$ cat src/rtl/seq_det_ctrl_pkg.sv
// Shared state encoding, default sizes and config helpers for seq_det_ctrl.
// Latency: n/a (types and constants only). Backpressure: n/a.
package seq_det_ctrl_pkg;

  typedef enum logic {
    ST_IDLE  = 1'b0,
    ST_SHIFT = 1'b1
  } state_t;

  localparam int PAT_MAX_DEF = 8;
  localparam int LEN_W_DEF   = $clog2(PAT_MAX_DEF + 1);

  // A zero length would match every bit, so it is promoted to one.
  function automatic int clamp_len(input int len, input int pat_max);
    if (len < 1) return 1;
    if (len > pat_max) return pat_max;
    return len;
  endfunction

endpackage

$ cat src/rtl/seq_bit_matcher.sv
// Overlapping serial pattern matcher: keeps bit history and fill level.
// Latency: hit is combinational on the bit being consumed. Backpressure: none, one bit per bit_vld.
module seq_bit_matcher
  import seq_det_ctrl_pkg::*;
#(
  parameter int PAT_MAX = PAT_MAX_DEF,
  parameter int LEN_W   = LEN_W_DEF
) (
  input  logic               clk,
  input  logic               rst_n,
  input  logic               bit_vld,
  input  logic               bit_in,
  input  logic               clr,
  input  logic [PAT_MAX-1:0] pattern,
  input  logic [LEN_W-1:0]   len,
  output logic               hit
);

  logic [PAT_MAX-1:0] history;
  logic [PAT_MAX-1:0] hist_nxt;
  logic [PAT_MAX-1:0] mask;
  logic [LEN_W-1:0]   fill;

  // The compare includes the bit arriving this cycle, hence hist_nxt and fill+1.
  always_comb begin
    hist_nxt = PAT_MAX'({history, bit_in});
    mask     = '0;
    for (int i = 0; i < PAT_MAX; i++) begin
      mask[i] = (i < int'(len));
    end
    hit = bit_vld && ((int'(fill) + 1) >= int'(len)) &&
          ((hist_nxt & mask) == (pattern & mask));
  end

  always_ff @(posedge clk or negedge rst_n) begin
    if (!rst_n) begin
      history <= '0;
      fill    <= '0;
    end else if (clr) begin
      history <= '0;
      fill    <= '0;
    end else if (bit_vld) begin
      history <= hist_nxt;
      if (fill != LEN_W'(PAT_MAX)) fill <= fill + 1'b1;
    end
  end

endmodule

$ cat src/rtl/seq_det_ctrl.sv
// Word-to-bit serializer feeding a programmable overlapping matcher, with match counter and sticky irq.
// Latency: match_pulse one cycle after the matching bit; one word per DATA_W+1 cycles (DATA_W with SEQ_DET_CTRL_PIPE_EN).
// Backpressure: in_ready low while shifting; SEQ_DET_CTRL_PIPE_EN also raises it on the last shift cycle.
module seq_det_ctrl
  import seq_det_ctrl_pkg::*;
#(
  parameter int DATA_W  = 8,
  parameter int PAT_MAX = PAT_MAX_DEF,
  parameter int CNT_W   = 8
) (
  input  logic                         clk,
  input  logic                         rst_n,
  input  logic                         cfg_we,
  input  logic [PAT_MAX-1:0]           cfg_pat,
  input  logic [$clog2(PAT_MAX+1)-1:0] cfg_len,
  input  logic [CNT_W-1:0]             cfg_thresh,
  input  logic                         in_valid,
  output logic                         in_ready,
  input  logic [DATA_W-1:0]            in_data,
  output logic                         match_pulse,
  output logic [CNT_W-1:0]             match_cnt,
  output logic                         irq,
  input  logic                         irq_clr,
  output logic                         busy
);

  localparam int LEN_W  = $clog2(PAT_MAX + 1);
  localparam int BIDX_W = (DATA_W > 1) ? $clog2(DATA_W) : 1;
  localparam logic [BIDX_W-1:0] LAST_IDX = BIDX_W'(DATA_W - 1);
  localparam logic [CNT_W-1:0]  CNT_MAX  = '1;
`ifdef SEQ_DET_CTRL_PIPE_EN
  localparam bit PIPE = 1'b1;
`else
  localparam bit PIPE = 1'b0;
`endif
  // With pipelining and single-bit words the first shift cycle is also the last.
  localparam bit RDY_AT_START = PIPE && (DATA_W == 1);

  state_t             state;
  logic [DATA_W-1:0]  shreg;
  logic [BIDX_W-1:0]  bit_idx;
  logic [PAT_MAX-1:0] pattern;
  logic [LEN_W-1:0]   len;
  logic [CNT_W-1:0]   thresh;
  logic               cfg_ok;
  logic               accept;
  logic               shift_vld;
  logic               hit;
  logic [CNT_W-1:0]   cnt_inc;

  assign cfg_ok    = cfg_we && (state == ST_IDLE);
  assign accept    = in_valid && in_ready;
  assign shift_vld = (state == ST_SHIFT);
  assign cnt_inc   = (match_cnt == CNT_MAX) ? match_cnt : match_cnt + 1'b1;

  seq_bit_matcher #(
    .PAT_MAX (PAT_MAX),
    .LEN_W   (LEN_W)
  ) u_matcher (
    .clk     (clk),
    .rst_n   (rst_n),
    .bit_vld (shift_vld),
    .bit_in  (shreg[DATA_W-1]),
    .clr     (cfg_ok),
    .pattern (pattern),
    .len     (len),
    .hit     (hit)
  );

  always_ff @(posedge clk or negedge rst_n) begin
    if (!rst_n) begin
      state       <= ST_IDLE;
      shreg       <= '0;
      bit_idx     <= '0;
      pattern     <= '0;
      len         <= LEN_W'(1);
      thresh      <= '0;
      in_ready    <= 1'b0;
      busy        <= 1'b0;
      match_pulse <= 1'b0;
      match_cnt   <= '0;
      irq         <= 1'b0;
    end else begin
      match_pulse <= hit;

      // Config and matching never coincide: config lands only in IDLE, hits only in SHIFT.
      if (cfg_ok) begin
        pattern   <= cfg_pat;
        len       <= LEN_W'(clamp_len(int'(cfg_len), PAT_MAX));
        thresh    <= cfg_thresh;
        match_cnt <= '0;
        irq       <= 1'b0;
      end else begin
        if (hit) match_cnt <= cnt_inc;
        if (hit && (thresh != '0) && (cnt_inc == thresh) && (match_cnt != thresh)) begin
          irq <= 1'b1;
        end else if (irq_clr) begin
          irq <= 1'b0;
        end
      end

      case (state)
        ST_IDLE: begin
          in_ready <= 1'b1;
          if (accept) begin
            shreg    <= in_data;
            bit_idx  <= '0;
            state    <= ST_SHIFT;
            busy     <= 1'b1;
            in_ready <= RDY_AT_START;
          end
        end
        ST_SHIFT: begin
          shreg   <= shreg << 1;
          bit_idx <= bit_idx + 1'b1;
          if (bit_idx == LAST_IDX) begin
            if (accept) begin
              shreg    <= in_data;
              bit_idx  <= '0;
              in_ready <= RDY_AT_START;
            end else begin
              state    <= ST_IDLE;
              busy     <= 1'b0;
              in_ready <= 1'b1;
            end
          end else begin
            in_ready <= PIPE && (bit_idx == LAST_IDX - 1'b1);
          end
        end
        default: state <= ST_IDLE;
      endcase
    end
  end

endmodule

$ cat config.mk
export PLATFORM = sky130hd
export DESIGN_NAME = seq_det_ctrl
export DESIGN_NICKNAME = d
export VERILOG_FILES = /design/src/rtl/seq_det_ctrl_pkg.sv /design/src/rtl/seq_bit_matcher.sv /design/src/rtl/seq_det_ctrl.sv
export SDC_FILE = /design/constraint.sdc
export NUM_CORES = 1
export LEC_CHECK = 0
export BUFFER_PORTS_ARGS = -buffer_cell sky130_fd_sc_hd__buf_2
export CORE_UTILIZATION = 45
export CTS_BUF_LIST = sky130_fd_sc_hd__clkbuf_4 sky130_fd_sc_hd__clkbuf_8 sky130_fd_sc_hd__clkbuf_16
export DETAILED_ROUTE_END_ITERATION = 10
export PLACE_DENSITY = 0.63
export SLEW_MARGIN = 20
export SYNTH_ARGS = -nofsm -noshare
export SYNTH_HDL_FRONTEND = slang
export SYNTH_SLANG_ARGS = --single-unit
$ cat constraint.sdc
create_clock -name clk -period 2.6 [get_ports clk]
set_input_delay 0.52 -clock clk [delete_from_list [all_inputs] [get_ports clk]]
set_output_delay 0.52 -clock clk [all_outputs]
set_load 0.1 [all_outputs]
---- After elaboration in Yosys (flattened, before gate mapping) ----
Index checks and enable logic that the tools add are counted.
storage, ports and cells
  bits in registers ....................... 55
  output and inout port bits .............. 12
cells by class
  equal/unequal tests ..................... 9
  muxes and demuxes ....................... 38
  add/subtract/negate cells ............... 4
  bitwise operators ....................... 3
  order comparisons ....................... 11
  reductions and logical operators ........ 14
operators by type and width
  kind                   count
  $mux W8                6
  $ge A32 B5 Y1          1
  $mux W4                6
  $and A8 B8 Y8          2
  $eq A8 B8 Y1           2
  $lt A3 B4 Y1 const A   4
  $mux W1                16
  $pmux W8 S2            1
  $mux W7                2
  $mux W3                3
  $add A8 B1 Y8 const B  1
  $eq A8 B8 Y1 const B   1
  $lt A1 B4 Y1 const A   2
  $lt A2 B4 Y1 const A   2
  $ne A8 B8 Y1           1
  $reduce_bool A8 Y1     1
  $logic_and A1 B1 Y1    7
  $pmux W1 S2            3
  $pmux W3 S2            1
  $reduce_bool A2 Y1     3
  $add A4 B1 Y5 const B  1
  $add A4 B1 Y4 const B  1
  $gt A4 B4 Y1 const B   1
  $lt A4 B1 Y1 const B   1
  other kinds (9)        10

---- Depth between registers and ports, before layout ----
  depth in word-level cells ............... 9
  gate-level depth with buffers ........... 10
  gate-level depth less buffers ........... 9

---- Modules after synthesis ----
From an unflattened synthesis, not the netlist that was laid out.
second synthesis, totals
  cell total of the unflattened synthesis .. 321
  area, all modules ....................... 2,990.4 um^2
by module, submodules not included
  module           area each (um^2)  cells an instance  instances  seq. area each (um^2)
  seq_det_ctrl     2,222.1           242                1          1,102.3
  seq_bit_matcher  768.2             79                 1          275.3

---- Worst setup path before layout ----
Ideal clock, no wire load.
  path type ............................... flip-flop to flip-flop
  start ................................... reg match_cnt[1]
  end ..................................... reg irq
  setup slack ............................. 16 ps
  arrival ................................. 2,492 ps
  buffers on the path ..................... 1
  cell stages (with the launch flop) ...... 9
  data required time ...................... 2,508 ps
  clock period less this slack ............ 2,584 ps
  library setup time ...................... 92 ps
  cells stage by stage .................... dfrtp_1 ha_1 nand3_1 or2_1 buf_6 and4_1 o211ai_1 nand4_2 o31ai_2
between the ends
  cells in the longest elaborated chain, start to end .. 7
RTL lines
  what                                           line                RTL
  start, declared                                seq_det_ctrl.sv:21  output logic [CNT_W-1:0] match_cnt,
  start signal, assigned                         seq_det_ctrl.sv:94  if (hit) match_cnt <= cnt_inc;
  $add A8 B1 Y8 or $eq A8 B8 Y1 (tied branches)  seq_det_ctrl.sv:54  assign cnt_inc = (match_cnt == CNT_MAX) ? match_cnt : match_cnt + 1'b1;
  $mux W8                                        seq_det_ctrl.sv:54
  $eq A8 B8 Y1                                   seq_det_ctrl.sv:95  if (hit && (thresh != '0) && (cnt_inc == thresh) && (match_cnt != thresh)) begin
  $logic_and A1 B1 Y1                            seq_det_ctrl.sv:95
  $logic_and A1 B1 Y1 (*)                        seq_det_ctrl.sv:95
  $mux W1                                        seq_det_ctrl.sv:95
  $mux W1                                        seq_det_ctrl.sv:87  if (cfg_ok) begin
  end signal, assigned                           seq_det_ctrl.sv:92  irq <= 1'b0;
  end signal, assigned                           seq_det_ctrl.sv:96  irq <= 1'b1;
  end signal, assigned                           seq_det_ctrl.sv:98  irq <= 1'b0;
  end, declared                                  seq_det_ctrl.sv:22  output logic irq,
Mark *: on every way between the ends. The rest lies on a longest branch, timed or not.
A chain may end at the register's enable or synchronous reset.

---- Worst setup path in the final report ----
  start ................................... reg u_matcher.fill[0]
  end ..................................... reg match_cnt[1]
between the ends
  cells in the longest elaborated chain, start to end .. 5
RTL lines
  what                               line                   RTL
  start, declared                    seq_bit_matcher.sv:22  logic [LEN_W-1:0] fill;
  start signal, assigned             seq_bit_matcher.sv:44  if (fill != LEN_W'(PAT_MAX)) fill <= fill + 1'b1;
  $add A4 B1 Y5                      seq_bit_matcher.sv:31  hit = bit_vld && ((int'(fill) + 1) >= int'(len)) &&
  $ge A32 B5 Y1                      seq_bit_matcher.sv:31
  $logic_and A1 B1 Y1 (2 in series)  seq_bit_matcher.sv:31
  $reduce_bool A2 Y1 (no line)       n/a
Every way passes these cells.

==> qor.yml <==
setup_path:
  critPathArrivalTime_ns: 2.41
  worstPathCellList: "ha_1, xor2_1, ha_1, o21ai_0, o21ai_0, nand4_1, inv_2, mux2i_1, a32o_1"
  critPathLaunch: "u_matcher.fill[0]"
  r2r_cells: 9
  crit_cells: 9
  worstSetupStartpointType: "flip-flop"
  rr_startpoint: "u_matcher.fill[0]"
  path_class: "reg -> reg"
  critPathTopFamily: "adder cells"
  crit_buf_inv: 1
  end_kind: "flip-flop"
  slowest_delay_ns: 0.45
  required_ns: 2.80
  path_max_fanout: 12
  slowest_stage: "dfrtp_1"
synthesis:
  yosysUniqueCellTypes: 55
  seq_area_frac_synth: 0.471
  synth_edf_count: 0
  synth-seq-cells: 55
  async_reset_ff_frac: 1.00
  ys_warn_count: 0
  synth_fp_nets: 353
  netlist_instances: 311
  ys.flop_type: "dfrtp_1"
  syn-cell-area_sq_mm: 0.00293
  avgSynthCellArea_sq_um: 9.41
timing:
  hold_viol_final: 0
  clock.fmax_mhz: 453
  fin_crit_ns: 2.21
  fin_ws_ns: 0.395
  rsz0062_at_grt: "no"
  worstMarginPinSlew_ns: 0.547
  drv_slew: 0
  fin_skew_ns: 0.00717
  setup_viol: 0
  max_slew_margin: 0.634
  finalCritPeriodShare: 0.848
  setup_tns_ns: 0
detailed_routing:
  viasPerCell: 5.26
  drtPass1Iterations: 4
  routed_wl_mm: 6.11
  dr_total_vias: 2293
  drt_iter0_markers: 96
  antenna_left: 0
  wl_per_cell_um: 14.0
  route.detailed.drc: 0
cts:
  htree_num_levels: 2
  cts_sinks: 55
  cts.path.max_buffers: 2
  clkTransAtPathRegs_ns: 0.10
  cts_tree: "done"
  ctsResizeCount: 0
  cts_inserted_buffers: 5
  clock-root-buffer: "clkbuf_8"
  clk_latency_ns: 0.31
  cts_hold_buf: 0
  postCtsSetupRepairBufs: 0
placed_design:
  dp_worst_setup_slack_ns: 0.395
  hpwlAfterDp_mm: 4.59
  place.gp.congestion: 0.828
  io_buffers: 44
finish:
  nNetsFinal: 400
  syn_to_final_growth_pct: 14.5
  fillers: 610
  antenna_cells: 0
  layout_common_cells: "87 x nand2_1, 54 x dfrtp_1, 44 x buf_2"
  drive_above_1_share: 0.209
  layout_commonest_cell: "nand2_1"
global_routing:
  grt_pass1_wl_mm: 10.2
  antenna_found_initial: 0
  grt_util_all_layers: 0.198
  first_global_vias: 2172
  grt_max_degree: 25
  overflow: 0
pwr:
  power_density_mw_per_mm2: 1180
  p_leak_nw: 1.64
  worst_ir_drop_vdd_mv: 0.646
flow_run:
  cap_violations: 0
hold_path:
  hp-class: "in -> async"
floorplanning:
  die_w_um: 82.7
  row_count: 29
  io_pins: 45
  initial_utilization: 0.464
  die_h_um: 82.7
  core-area_sq_mm: 0.00631
  dieArea_sq_mm: 0.00683
run_status:
  status: "finished, final reports clean"
[report_power, final]
part | internal (mW) | switching (mW) | total, mW
sequential | 1.21 | 0.371 | 1.58
clock | 0.287 | 0.285 | 0.573
combinational | 0.735 | 1.05 | 1.79
total | 2.24 | 1.71 | 3.95
[cell type report]
type,instances,area (sq um),share of cell area
well taps,77,96.3,0.0287
multi-input cells,233,1450,0.431
inverters,11,41.3,0.0123
repair buffers,52,280,0.0836
clock buffers,5,68.8,0.0205
clock inverters,3,43.8,0.0131
flip-flops and latches,55,1380,0.411
[per-stage QoR]
stage / total power [mW] / instance area, sq um / utilization / cells / hold WS (ns)
after global placement: 3.37 / 3240 / 0.513 / 428 / 0.461
after floorplan: 2.98 / 2930 / - / 311 / 0.224
final: 3.95 / 3350 / 0.531 / 436 / 0.112
after global routing: 4.30 / 3350 / 0.531 / 436 / 0.126
after CTS: 3.99 / 3350 / 0.531 / 436 / 0.119
after detailed placement: 3.41 / 3240 / 0.513 / 428 / 0.467
[registers in the layout (all words and copies together) (netlist names)]
name / flops
u_matcher.history: 7
match_pulse: 1
len: 4
irq: 1
busy: 1
u_matcher.fill: 4
thresh: 8
match_cnt: 8
in_ready: 1
pattern: 8
shreg: 8
shift_vld: 1
bit_idx: 3
[worst paths after layout]
kind / slack [ns] / to
max reg2reg: 0.39 / match_cnt[1]
max: 0.39 / match_cnt[1]
max in group asynchronous: 1.83 / u_matcher.fill[2]
min in group clk: 0.38 / len[0]
min reg2reg: 0.50 / pattern[0]
min: 0.11 / pattern[3]
[routing by layer]
layer  track usage  vias up  part of all wire
li1              -     1168                 -
met1         0.274     1057              0.49
met2         0.316       61              0.45
met3        0.0374        7             0.048
met4        0.0586        0             0.012
met5             0        -                 0
[cells by family after synthesis]
family	share of synthesized area
buf+inv	0.0368
fa+ha+maj	0.0385
xor+xnor	0.0628
mux	0.0316
simple gates	0.227
compound gates	0.132
flops	0.471
[synthesized netlist by cell type, types with 4 or more instances]
library cell  count  area, sq um
a21oi_1           9         45.0
nand2b_1          6         37.5
nand3_1          10         50.1
dfrtp_1          54         1350
ha_1              9          113
a22o_1            9         78.8
nand2_1          87          327
nand3b_1          4         30.0
nor2_1            9         33.8
xor2_1            7         61.3
mux2i_1           7         70.1
xnor2_1          14          123
inv_1            10         37.5
o21ai_0           9         45.0
clkbuf_1          6         22.5
a22oi_1           7         52.6
Note: power is estimated with default switching activity, not from simulation.
